## src/rtl/program_counter_ras_pkg.sv

```systemverilog
// -----------------------------------------------------------------------------
// pc_pkg
// Shared definitions for the fetch-stage program counter with return-address
// stack: default parameter values, the next-PC source select, the controller
// state encoding and a sign-extension helper for the branch/jump offsets.
// -----------------------------------------------------------------------------
package pc_pkg;

   localparam int PC_W_DEF        = 16;
   localparam int INSTR_BYTES_DEF = 2;
   localparam int BR_IMM_W_DEF    = 6;
   localparam int JMP_IMM_W_DEF   = 12;
   localparam int RAS_DEPTH_DEF   = 4;

   // Source of the next PC; exactly one is chosen per advancing edge.
   typedef enum logic [1:0] {
      SEL_SEQ,
      SEL_BR,
      SEL_JMP,
      SEL_RET
   } next_sel_e;

   typedef enum logic {
      ST_RUN,
      ST_HALTED
   } state_e;

   // Sign-extends the low 'width' bits of value to 32 bits. Callers truncate
   // the result to PC_W, so PC_W must not exceed 32.
   function automatic logic [31:0] sign_extend(input logic [31:0] value,
                                                input int unsigned width);
      logic [31:0] shifted;
      shifted = value << (32 - width);
      return 32'($signed(shifted) >>> (32 - width));
   endfunction

endpackage

```

## src/rtl/program_counter_ras_if.sv

```systemverilog
// -----------------------------------------------------------------------------
// program_counter_ras_if
// Bundles the control requests coming from decode/execute and the status
// returned by the program counter.
//   master : decode/execute side (drives requests, observes PC and status)
//   slave  : program counter side
// Signals:
//   clk_en_pi           advance enable (0 holds all state)
//   halt_pi             enter HALTED
//   branch_taken_pi     take PC-relative branch by branch_immediate_pi
//   jump_taken_pi       take PC-relative jump by jump_immediate_pi
//   call_pi             with a selected jump, push the return address
//   ret_pi              pop the return-address stack and go there
//   clear_flags_pi      clear sticky overflow/underflow flags
//   pc_po               current PC / instruction-memory address
//   halted_po           1 while HALTED
//   ras_count_po        valid return-address stack entries
//   ras_overflow_po     sticky: push while full
//   ras_underflow_po    sticky: pop while empty
// -----------------------------------------------------------------------------
interface program_counter_ras_if #(
   parameter int PC_W      = 16,
   parameter int BR_IMM_W  = 6,
   parameter int JMP_IMM_W = 12,
   parameter int CNT_W     = 3
);

   logic                 clk_en_pi;
   logic                 halt_pi;
   logic                 branch_taken_pi;
   logic [BR_IMM_W-1:0]  branch_immediate_pi;
   logic                 jump_taken_pi;
   logic [JMP_IMM_W-1:0] jump_immediate_pi;
   logic                 call_pi;
   logic                 ret_pi;
   logic                 clear_flags_pi;

   logic [PC_W-1:0]      pc_po;
   logic                 halted_po;
   logic [CNT_W-1:0]     ras_count_po;
   logic                 ras_overflow_po;
   logic                 ras_underflow_po;

   modport master (
      output clk_en_pi, halt_pi, branch_taken_pi, branch_immediate_pi,
             jump_taken_pi, jump_immediate_pi, call_pi, ret_pi, clear_flags_pi,
      input  pc_po, halted_po, ras_count_po, ras_overflow_po, ras_underflow_po
   );

   modport slave (
      input  clk_en_pi, halt_pi, branch_taken_pi, branch_immediate_pi,
             jump_taken_pi, jump_immediate_pi, call_pi, ret_pi, clear_flags_pi,
      output pc_po, halted_po, ras_count_po, ras_overflow_po, ras_underflow_po
   );

endinterface

```

## src/rtl/program_counter_ras_ras_stack.sv

```systemverilog
// -----------------------------------------------------------------------------
// ras_stack
// Circular return-address stack. ptr is the next write slot, so the top of
// stack sits at ptr-1. When full, a push lands on the slot holding the oldest
// entry, silently overwriting it, and count saturates at RAS_DEPTH. A pop
// while empty is ignored; the parent records the underflow.
// Ports:
//   clk, rst_n       clock, asynchronous active-low reset
//   push, push_data  write push_data as the new top
//   pop              discard the top entry
//   top              current top entry (don't-care while empty)
//   count            valid entries, 0..RAS_DEPTH
//   full, empty      count == RAS_DEPTH / count == 0
// The parent never asserts push and pop together.
// -----------------------------------------------------------------------------
module ras_stack #(
   parameter int PC_W      = 16,
   parameter int RAS_DEPTH = 4
) (
   input  logic                         clk,
   input  logic                         rst_n,
   input  logic                         push,
   input  logic [PC_W-1:0]              push_data,
   input  logic                         pop,
   output logic [PC_W-1:0]              top,
   output logic [$clog2(RAS_DEPTH):0]   count,
   output logic                         full,
   output logic                         empty
);

   localparam int PTR_W = $clog2(RAS_DEPTH);
   localparam int CNT_W = PTR_W + 1;

   logic [PC_W-1:0]  mem [RAS_DEPTH];
   logic [PTR_W-1:0] ptr;
   logic [CNT_W-1:0] cnt;
   logic             do_pop;

   assign full   = (cnt == CNT_W'(RAS_DEPTH));
   assign empty  = (cnt == '0);
   assign count  = cnt;
   assign top    = mem[ptr - PTR_W'(1)];
   assign do_pop = pop && !empty;

   always_ff @(posedge clk or negedge rst_n) begin
      if (!rst_n) begin
         ptr <= '0;
         cnt <= '0;
      end else if (push) begin
         ptr <= ptr + PTR_W'(1);
         if (!full) cnt <= cnt + CNT_W'(1);
      end else if (do_pop) begin
         ptr <= ptr - PTR_W'(1);
         cnt <= cnt - CNT_W'(1);
      end
   end

   // NOTE: the storage array has no reset; its contents are meaningless
   // until pushed, and leaving it out of the reset keeps it a plain RAM.
   always_ff @(posedge clk) begin
      if (push) mem[ptr] <= push_data;
   end

endmodule

```

## src/rtl/program_counter_ras.sv

```systemverilog
// -----------------------------------------------------------------------------
// program_counter_ras
// Fetch-stage program counter. Each enabled edge in RUN selects the next PC by
// priority: return (pop RAS), branch, jump (optionally pushing the return
// address for a call), sequential. halt_pi parks the PC in HALTED until reset;
// only the sticky flags can still be cleared there. All PC arithmetic wraps
// modulo 2^PC_W.
// Ports:
//   clk_pi      clock, rising edge
//   reset_n_pi  asynchronous active-low reset
//   bus         program_counter_ras_if.slave (requests in, PC/status out)
// -----------------------------------------------------------------------------
module program_counter_ras
   import pc_pkg::*;
#(
   parameter int          PC_W         = PC_W_DEF,
   parameter int          INSTR_BYTES  = INSTR_BYTES_DEF,
   parameter int          BR_IMM_W     = BR_IMM_W_DEF,
   parameter int          JMP_IMM_W    = JMP_IMM_W_DEF,
   parameter int          RAS_DEPTH    = RAS_DEPTH_DEF,
   parameter int unsigned RESET_VECTOR = 0
) (
   input  logic                   clk_pi,
   input  logic                   reset_n_pi,
   program_counter_ras_if.slave   bus
);

   localparam int CNT_W = $clog2(RAS_DEPTH) + 1;

   state_e           state;
   logic [PC_W-1:0]  pc_q;
   logic             ovf_q;
   logic             unf_q;

   next_sel_e        sel;
   logic [PC_W-1:0]  pc_next;
   logic [PC_W-1:0]  pc_seq;
   logic [PC_W-1:0]  br_off;
   logic [PC_W-1:0]  jmp_off;
   logic             advance;
   logic             push;
   logic             pop;
   logic             set_ovf;
   logic             set_unf;

   logic [PC_W-1:0]  ras_top;
   logic [CNT_W-1:0] ras_count;
   logic             ras_full;
   logic             ras_empty;

   ras_stack #(
      .PC_W      (PC_W),
      .RAS_DEPTH (RAS_DEPTH)
   ) u_ras (
      .clk       (clk_pi),
      .rst_n     (reset_n_pi),
      .push      (push),
      .push_data (pc_seq),
      .pop       (pop),
      .top       (ras_top),
      .count     (ras_count),
      .full      (ras_full),
      .empty     (ras_empty)
   );

   assign pc_seq  = pc_q + PC_W'(INSTR_BYTES);
   assign br_off  = PC_W'(sign_extend(32'(bus.branch_immediate_pi), BR_IMM_W));
   assign jmp_off = PC_W'(sign_extend(32'(bus.jump_immediate_pi), JMP_IMM_W));

   // A halt request consumes the edge, so nothing else may act on it.
   assign advance = bus.clk_en_pi && (state == ST_RUN) && !bus.halt_pi;

   // Next-PC selection and RAS/flag side effects for this edge.
   always_comb begin
      // NOTE: every output gets a default first so no path leaves a value
      // unassigned, which would otherwise infer a latch.
      sel     = SEL_SEQ;
      push    = 1'b0;
      pop     = 1'b0;
      set_ovf = 1'b0;
      set_unf = 1'b0;
      if (advance) begin
         if (bus.ret_pi) begin
            if (ras_empty) begin
               set_unf = 1'b1;
            end else begin
               sel = SEL_RET;
               pop = 1'b1;
            end
         end else if (bus.branch_taken_pi) begin
            sel = SEL_BR;
         end else if (bus.jump_taken_pi) begin
            sel = SEL_JMP;
            if (bus.call_pi) begin
               push    = 1'b1;
               set_ovf = ras_full;
            end
         end
      end

      unique case (sel)
         SEL_RET: pc_next = ras_top;
         SEL_BR:  pc_next = pc_q + br_off;
         SEL_JMP: pc_next = pc_q + jmp_off;
         default: pc_next = pc_seq;
      endcase
   end

   // NOTE: state is updated with non-blocking assignments so every register
   // samples the pre-edge values, regardless of statement order.
   always_ff @(posedge clk_pi or negedge reset_n_pi) begin
      if (!reset_n_pi) begin
         state <= ST_RUN;
         pc_q  <= PC_W'(RESET_VECTOR);
         ovf_q <= 1'b0;
         unf_q <= 1'b0;
      end else if (bus.clk_en_pi) begin
         unique case (state)
            ST_RUN: begin
               if (bus.halt_pi) state <= ST_HALTED;
               else             pc_q  <= pc_next;
            end
            default: state <= ST_HALTED;
         endcase
         // A flag set on the same edge as a clear wins over the clear.
         ovf_q <= set_ovf | (ovf_q & ~bus.clear_flags_pi);
         unf_q <= set_unf | (unf_q & ~bus.clear_flags_pi);
      end
   end

   assign bus.pc_po            = pc_q;
   assign bus.halted_po        = (state == ST_HALTED);
   assign bus.ras_count_po     = ras_count;
   assign bus.ras_overflow_po  = ovf_q;
   assign bus.ras_underflow_po = unf_q;

endmodule

```

## src/flat_wrapper.sv

```systemverilog
// flat-port wrapper written by rule: the top's interface ports become plain ports
module program_counter_ras_flat import pc_pkg::*;
#(
   parameter int          PC_W         = PC_W_DEF,
   parameter int          INSTR_BYTES  = INSTR_BYTES_DEF,
   parameter int          BR_IMM_W     = BR_IMM_W_DEF,
   parameter int          JMP_IMM_W    = JMP_IMM_W_DEF,
   parameter int          RAS_DEPTH    = RAS_DEPTH_DEF,
   parameter int unsigned RESET_VECTOR = 0
)
  (clk_pi, reset_n_pi, bus_clk_en_pi, bus_halt_pi, bus_branch_taken_pi, bus_branch_immediate_pi, bus_jump_taken_pi, bus_jump_immediate_pi, bus_call_pi, bus_ret_pi, bus_clear_flags_pi, bus_pc_po, bus_halted_po, bus_ras_count_po, bus_ras_overflow_po, bus_ras_underflow_po);
  program_counter_ras_if #(.PC_W(PC_W), .BR_IMM_W(BR_IMM_W), .JMP_IMM_W(JMP_IMM_W), .CNT_W(($clog2(RAS_DEPTH) + 1))) bus_i ();
  input  logic clk_pi;
  input  logic reset_n_pi;
  input wire logic [$bits(bus_i.clk_en_pi)-1:0] bus_clk_en_pi;
  input wire logic [$bits(bus_i.halt_pi)-1:0] bus_halt_pi;
  input wire logic [$bits(bus_i.branch_taken_pi)-1:0] bus_branch_taken_pi;
  input wire logic [$bits(bus_i.branch_immediate_pi)-1:0] bus_branch_immediate_pi;
  input wire logic [$bits(bus_i.jump_taken_pi)-1:0] bus_jump_taken_pi;
  input wire logic [$bits(bus_i.jump_immediate_pi)-1:0] bus_jump_immediate_pi;
  input wire logic [$bits(bus_i.call_pi)-1:0] bus_call_pi;
  input wire logic [$bits(bus_i.ret_pi)-1:0] bus_ret_pi;
  input wire logic [$bits(bus_i.clear_flags_pi)-1:0] bus_clear_flags_pi;
  output wire logic [$bits(bus_i.pc_po)-1:0] bus_pc_po;
  output wire logic [$bits(bus_i.halted_po)-1:0] bus_halted_po;
  output wire logic [$bits(bus_i.ras_count_po)-1:0] bus_ras_count_po;
  output wire logic [$bits(bus_i.ras_overflow_po)-1:0] bus_ras_overflow_po;
  output wire logic [$bits(bus_i.ras_underflow_po)-1:0] bus_ras_underflow_po;
  assign bus_i.clk_en_pi = bus_clk_en_pi;
  assign bus_i.halt_pi = bus_halt_pi;
  assign bus_i.branch_taken_pi = bus_branch_taken_pi;
  assign bus_i.branch_immediate_pi = bus_branch_immediate_pi;
  assign bus_i.jump_taken_pi = bus_jump_taken_pi;
  assign bus_i.jump_immediate_pi = bus_jump_immediate_pi;
  assign bus_i.call_pi = bus_call_pi;
  assign bus_i.ret_pi = bus_ret_pi;
  assign bus_i.clear_flags_pi = bus_clear_flags_pi;
  assign bus_pc_po = bus_i.pc_po;
  assign bus_halted_po = bus_i.halted_po;
  assign bus_ras_count_po = bus_i.ras_count_po;
  assign bus_ras_overflow_po = bus_i.ras_overflow_po;
  assign bus_ras_underflow_po = bus_i.ras_underflow_po;
  program_counter_ras #(.PC_W(PC_W), .INSTR_BYTES(INSTR_BYTES), .BR_IMM_W(BR_IMM_W), .JMP_IMM_W(JMP_IMM_W), .RAS_DEPTH(RAS_DEPTH), .RESET_VECTOR(RESET_VECTOR)) u_core (.clk_pi(clk_pi), .reset_n_pi(reset_n_pi), .bus(bus_i));
endmodule
```

## config.mk

```make
export PLATFORM = sky130hd
export DESIGN_NAME = program_counter_ras_flat
export DESIGN_NICKNAME = d
export VERILOG_FILES = /design/src/rtl/program_counter_ras_pkg.sv /design/src/rtl/program_counter_ras_if.sv /design/src/rtl/program_counter_ras_ras_stack.sv /design/src/rtl/program_counter_ras.sv /design/src/flat_wrapper.sv
export SDC_FILE = /design/constraint.sdc
export NUM_CORES = 1
export LEC_CHECK = 0
export ABC_AREA = 0
export CORE_ASPECT_RATIO = 1.5
export CORE_MARGIN = 1
export CORE_UTILIZATION = 31
export DETAILED_ROUTE_END_ITERATION = 6
export HOLD_SLACK_MARGIN = 0.06
export SYNTH_ARGS = -nofsm -noshare
export SYNTH_HDL_FRONTEND = slang
export SYNTH_SLANG_ARGS = --single-unit
```

## constraint.sdc

```tcl
create_clock -name clk_pi -period 6.45 [get_ports clk_pi]
set_input_delay 0.9675 -clock clk_pi [delete_from_list [all_inputs] [get_ports clk_pi]]
set_output_delay 0.9675 -clock clk_pi [all_outputs]
set_load 0.01 [all_outputs]
```

Word level (Yosys, flattened, before mapping)
Memory sizes are Yosys's and may differ from the RTL's.
Cells that the tools add are included.
{ "word_totals": {"reg_bits": 24, "mem_bits_rw": 64, "in_bits": 27, "mem_count": 1} }
{ "op_classes": {"addsub": 7, "n_eq_ne": 5, "muxes": 31, "n_bitwise": 7, "reduce_logical": 9} }
{ "memory_table": {"columns": ["memory", "words", "word_bits", "rd", "rd_ports_with_merged_regs", "wr", "line_no", "rtl"], "rows": [
  ["u_core.u_ras.mem", 4, 16, 1, 0, 1, "program_counter_ras_ras_stack.sv:34", "logic [PC_W-1:0] mem [RAS_DEPTH];"]
]} }
{ "op_table": {"columns": ["cell", "count"], "rows": [
  ["16-bit one-hot mux with 3 select lines", 1],
  ["16-bit adder", 2],
  ["1-bit 2-to-1 mux", 20],
  ["16-bit by 2-bit adder with 16-bit output (second input constant)", 1],
  ["2-bit 2-to-1 mux", 7],
  ["3-bit 2-to-1 mux", 3],
  ["2-bit equality test (second input constant)", 2],
  ["3-bit by 1-bit adder with 3-bit output (second input constant)", 1],
  ["3-bit equality test (second input constant)", 1],
  ["1-bit logical AND", 3],
  ["3-bit logical NOT", 1],
  ["1-bit inverter", 3],
  ["3-bit AND reduction", 1],
  ["3-bit by 1-bit subtractor with 3-bit output (second input constant)", 1],
  ["2-bit by 1-bit adder with 2-bit output (second input constant)", 1],
  ["1-bit bitwise AND", 2],
  ["2-bit by 1-bit equality test with 1-bit output (second input constant)", 1],
  ["1-bit logical NOT", 2],
  ["2-bit != test (second input constant)", 1],
  ["1-bit bitwise OR", 2],
  ["2-bit AND reduction", 1],
  ["2-bit nonzero test", 1],
  ["2-bit by 1-bit subtractor with 2-bit output (second input constant)", 1]
]} }

Longest topological paths before layout
{ "depth": {"ltp_word": 7, "ltp_mapped": 17, "ltp_nobuf": 15} }

Modules after synthesis
From an unflattened synthesis, not the netlist that was laid out.
{ "hier_totals": {"hier_cells": 444, "hier_area_um2": 5195.0} }
{ "modules_own_cells": {"columns": ["mod", "n_inst", "cells_each", "area_per_inst_um2"], "rows": [
  ["ras_stack", 1, 127, 2741.4],
  ["program_counter_ras", 1, 317, 2453.6]
]} }

Worst setup path before layout
Ideal clock, no wire load.
{ "synth_path": {"path_type": "input to register", "start": "input bus_ret_pi", "end": "register u_core.pc_q[14], in the netlist u_core.bus.pc_po[14]", "setup_ns": 0.124, "t_arrival_ns": 4.189, "t_required_ns": 6.326, "slack_ns": 2.137, "stages": 17, "path_cell_list": "buf_4 nor4b_1 nor2_1 o21ai_0 inv_1 ha_1 clkbuf_1 mux2_2 ha_1 inv_1 fa_1 nand2b_1 a21oi_1 a21oi_1 o21ai_0 mux2i_1 a21oi_2"} }
{ "synth_between": {"elab_chain_cells": 4, "elab_cells_between_ends": 6} }
{ "synth_rtl": {"columns": ["item", "line_no", "rtl"], "rows": [
  ["start: declaration", "flat_wrapper.sv:22", "input wire logic [$bits(bus_i.ret_pi)-1:0] bus_ret_pi;"],
  ["2-bit 2-to-1 mux *", "program_counter_ras.sv:83", "if (bus.ret_pi) begin"],
  ["2-bit 2-to-1 mux *", "program_counter_ras.sv:82", "if (advance) begin"],
  ["2-bit equality test / 2-bit by 1-bit equality test with 1-bit output (equally long branches)", "program_counter_ras.sv:101", "unique case (sel)"],
  ["16-bit one-hot mux with 3 select lines *", "program_counter_ras.sv:101", null],
  ["end signal: assignment", "program_counter_ras.sv:114", "pc_q <= PC_W'(RESET_VECTOR);"],
  ["end signal: assignment", "program_counter_ras.sv:121", "else pc_q <= pc_next;"],
  ["end: declaration", "program_counter_ras.sv:31", "logic [PC_W-1:0] pc_q;"]
]} }
Mark *: on every way between the ends. The rest lies on a longest branch, timed or not.
A chain may end at the register's enable or synchronous reset.

Worst setup path in the final report
{ "layout_path": {"start": "input bus_ret_pi", "end": "register u_core.pc_q[15], in the netlist u_core.bus.pc_po[15]"} }
Same word-level chain as after synthesis.

==> reports/qor.csv <==
stage,metric,value,unit
yosys,mean area per synthesized cell,12.2,um2
cells_and_area,layout net count,505,
yosys,Mapped Area,4970,um2
power_and_ir_drop,Leak,2.17,nW
place,gp weighted congestion,0.849,
route,WL/cell,17.6,um
power_and_ir_drop,Comb pwr share,23.8,%
yosys,#FFs+latches synth,88,
timing,period utilisation layout,81.4,%
yosys,Post-Syn Nets,462,
clock_network,total clock buffers created by CTS,9,
cells_and_area,share of layout cells above drive strength 1,11.8,%
critical_path,critical setup path kind,primary input to flop,
critical_path,Worst Setup Start Kind,primary input,
place,PortBufs,48,
yosys,Post-Syn Instances,409,
global_route,GRT Total Usage,14.8,%
route,Starting DRT DRC Count,177,
critical_path,WP data required,6.69,ns
timing,Slew headroom,41.5,%
clock_network,CTS Sinks,88,
power_and_ir_drop,Clock Power Share,33.0,%
cells_and_area,fillers,1513,
power_and_ir_drop,net switching power,0.457,mW
timing,RSZ-0062 raised after global routing,false,
clock_network,clock root buffer,clkbuf_16,
clock_network,CTS tree,yes,
clock_network,clock slew at reported path FFs,0.07,ns
floorplanning,die height,157,um
cells_and_area,fin cells,660,
power_and_ir_drop,Power per Cell Area,268,nW/um2
power_and_ir_drop,maximum VDD drop,0.160,mV
yosys,post-synthesis sequential area ratio,50.7,%
timing,# setup viols final,0,
yosys,ys async rst share,27.3,%
timing,final hold vios,0,
floorplanning,core area,15700,um2
global_route,initial antenna violation count,0,
yosys,"Top FF cell, synth",edfxtp_1,
route,Routed WL,11600,um
route,DR pass1 iterations,4,
clock_network,post-CTS sizing,0,
floorplanning,Top Ports,49,
global_route,first-pass GRT wire length,18600,um
route,Final ANT Viol Nets,0,
place,Setup WS pre-CTS,0.913,ns
timing,Worst Max-Slew Pin Slew,0.878,ns
min_path,Hold WC Path Type,flop to flop,
floorplanning,Rows,56,
floorplanning,Die Area,16600,um2
flow_run,Max-Cap Viols,0,
clock_network,number of H-tree levels,3,
timing,worst setup margin,1.20,ns
cells_and_area,Seq. cell area,2520,um2
run_status,status,"complete, no violations",
cells_and_area,Layout Area Growth over Synthesis,19.2,%
critical_path,Crit Path Max Fanout,10,
route,drt via density,5.23,
power_and_ir_drop,Flop pwr share,43.1,%
global_route,grt total ovfl,0,
clock_network,cts-stage hold buffer count,0,
cells_and_area,diodes inserted,0,
yosys,dominant cells by area after synthesis,"edfxtp_1 (39%), dfrtp_1 (12%), mux4_2 (7.2%)",
yosys,count of flip-flops with a built-in enable after synthesis,64,
clock_network,Worst-Skew Late Latency,0.34,ns
timing,TNS Setup,0,ns
power_and_ir_drop,switch share,28.7,%
timing,Tmin final,5.25,ns
power_and_ir_drop,Int Power,1.13,mW
yosys,number of synthesis warnings,0,
timing,max-slew violations,0,
cells_and_area,Multi-input gate area,2300,um2
critical_path,CP arrival,5.49,ns
route,Vias,3451,
yosys,Yosys top cell area share,38.6,%
place,placed cell count,644,
clock_network,CTS max path bufs,2,
global_route,largest net degree at the start of global routing,26,
yosys,leading area contributor after synthesis,edfxtp_1,
place,hpwl dp,8500,um
global_route,vias in the first global route,3602,
floorplanning,die span in x,105,um
timing,fmax,190,MHz
yosys,Synth cell types,63,
timing,clk_skew,0.00966,ns
clock_network,Post CTS Setup Buffer Count,0,
timing,WHS,0.512,ns
route,Residual DRC,0,
critical_path,Critical Path Sink Type,flop,
floorplanning,Initial Util,31.7,%
cell families (layout without fill, tap and decap cells):
group	count (synthesis)	in the layout	synth area share (%)
AO/OA/AOI/OAI	108	108	14.1
AND/OR/NAND/NOR	105	105	11.4
flip-flops	88	88	50.7
buffers and inverters	31	79	3.04
adder cells (fa/ha/maj)	26	26	6.84
XOR/XNOR	26	26	4.58
multiplexers	25	25	9.23
through the flow:
stage                     instance area [um2]  utilization [%]  power [mW]
after global routing                     5930             37.8        1.66
final                                    5930             37.8        1.59
after global placement                   5630             35.9        1.07
after CTS                                5930             37.8        1.60
after detailed placement                 5630             35.9        1.08
after floorplan                          4970                -       0.942
synth_stat cells (3+ instances only):
| library cell | instances |
|---|---|
| and3_1 | 11 |
| mux2_2 | 7 |
| nor3b_1 | 3 |
| ha_1 | 24 |
| xnor2_1 | 18 |
| o211ai_1 | 4 |
| nor3_1 | 3 |
| nand4_1 | 6 |
| nor4b_1 | 3 |
| dfrtp_1 | 24 |
| o21ai_0 | 22 |
| o21ai_1 | 8 |
| nand2_1 | 23 |
| a21o_1 | 11 |
| xor2_1 | 8 |
| o22ai_1 | 4 |
| inv_1 | 10 |
| nor2b_1 | 6 |
| nand3_1 | 9 |
| clkbuf_1 | 10 |
| buf_6 | 3 |
| a221oi_1 | 3 |
| a21oi_1 | 27 |
| mux4_2 | 16 |
| buf_2 | 4 |
| nor2_1 | 21 |
| edfxtp_1 | 64 |
| nand2b_1 | 4 |
| a211oi_1 | 3 |
| a22oi_1 | 5 |
| and2_1 | 3 |
path summary, 6_finish.rpt:
check,startpoint,endpoint,slack [ns],cells after the start
max,bus_ret_pi,u_core.bus.pc_po[15]$_DFFE_PN0P_,1.20,13
max in group asynchronous,reset_n_pi,u_core.u_ras.ptr[0]$_DFFE_PN0P_,5.17,2
max reg2reg,u_core.u_ras.count[0]$_DFFE_PN0P_,u_core.bus.pc_po[15]$_DFFE_PN0P_,1.92,12
min reg2reg,u_core.bus.ras_underflow_po$_DFFE_PN0P_,u_core.bus.ras_underflow_po$_DFFE_PN0P_,0.51,2
min in group asynchronous,reset_n_pi,u_core.bus.pc_po[2]$_DFFE_PN0P_,1.00,2
min,u_core.bus.ras_underflow_po$_DFFE_PN0P_,u_core.bus.ras_underflow_po$_DFFE_PN0P_,0.51,2
cell type report:
cell class / count / area share, %
clock inverters: 7 / 1.31
repair buffers: 52 / 8.61
clock buffers: 9 / 3.80
flip-flops and latches: 88 / 42.5
inverters: 11 / 0.696
well taps: 203 / 4.28
multi-input cells: 290 / 38.8
power by group through the flow:
| stage | Clock, mW | Combinational (mW) | Sequential (mW) |
|---|---|---|---|
| floorplan | 0 | 0.250 | 0.693 |
| global placement | 0 | 0.375 | 0.698 |
| detailed placement | 0 | 0.380 | 0.698 |
| CTS | 0.534 | 0.382 | 0.686 |
| global route | 0.555 | 0.416 | 0.691 |
| finish | 0.526 | 0.379 | 0.687 |
critical path: stages:
cell	delay [ns]
clkdlybuf4s50_1	0.61
nor4b_1	0.73
nor2_1	0.19
o21ai_0	0.19
ha_1	0.50
mux2_2	0.40
ha_1	0.29
a211oi_1	0.30
o211ai_1	0.23
a41oi_1	0.48
o21ai_0	0.19
mux2i_1	0.15
a221oi_1	0.25
registers in the layout (all words and copies together) (netlist names):
| signal | flops |
|---|---|
| u_core.bus.halted_po | 1 |
| u_core.bus.pc_po | 16 |
| u_core.bus.ras_overflow_po | 1 |
| u_core.bus.ras_underflow_po | 1 |
| u_core.u_ras.count | 3 |
| u_core.u_ras.mem | 64 |
| u_core.u_ras.ptr | 2 |
metal layers:
metal / routed length, um / part of all wire, % / GRT usage, % / up-vias
met4: 285 / 2.4 / 7.04 / 0
met2: 6230 / 53 / 27.1 / 73
met3: 364 / 3.1 / 2.65 / 15
li1: - / - / - / 1659
met5: 0 / 0 / 0 / -
met1: 4770 / 41 / 16.4 / 1704
layout by cell type (no fill, tap or decap), types with 4 or more instances in the layout:
| cell type | count |
|---|---|
| a21o_1 | 11 |
| a21oi_1 | 27 |
| a22oi_1 | 5 |
| and3_1 | 11 |
| buf_4 | 4 |
| clkbuf_16 | 9 |
| clkdlybuf4s50_1 | 48 |
| dfrtp_1 | 24 |
| edfxtp_1 | 64 |
| ha_1 | 24 |
| inv_1 | 10 |
| mux2_2 | 7 |
| mux4_2 | 16 |
| nand2_1 | 23 |
| nand2b_1 | 4 |
| nand3_1 | 9 |
| nand4_1 | 6 |
| nor2_1 | 21 |
| nor2b_1 | 6 |
| o211ai_1 | 4 |
| o21ai_0 | 22 |
| o21ai_1 | 8 |
| o22ai_1 | 4 |
| xnor2_1 | 18 |
| xor2_1 | 8 |
No activity file was read; power rests on OpenSTA's default activity.
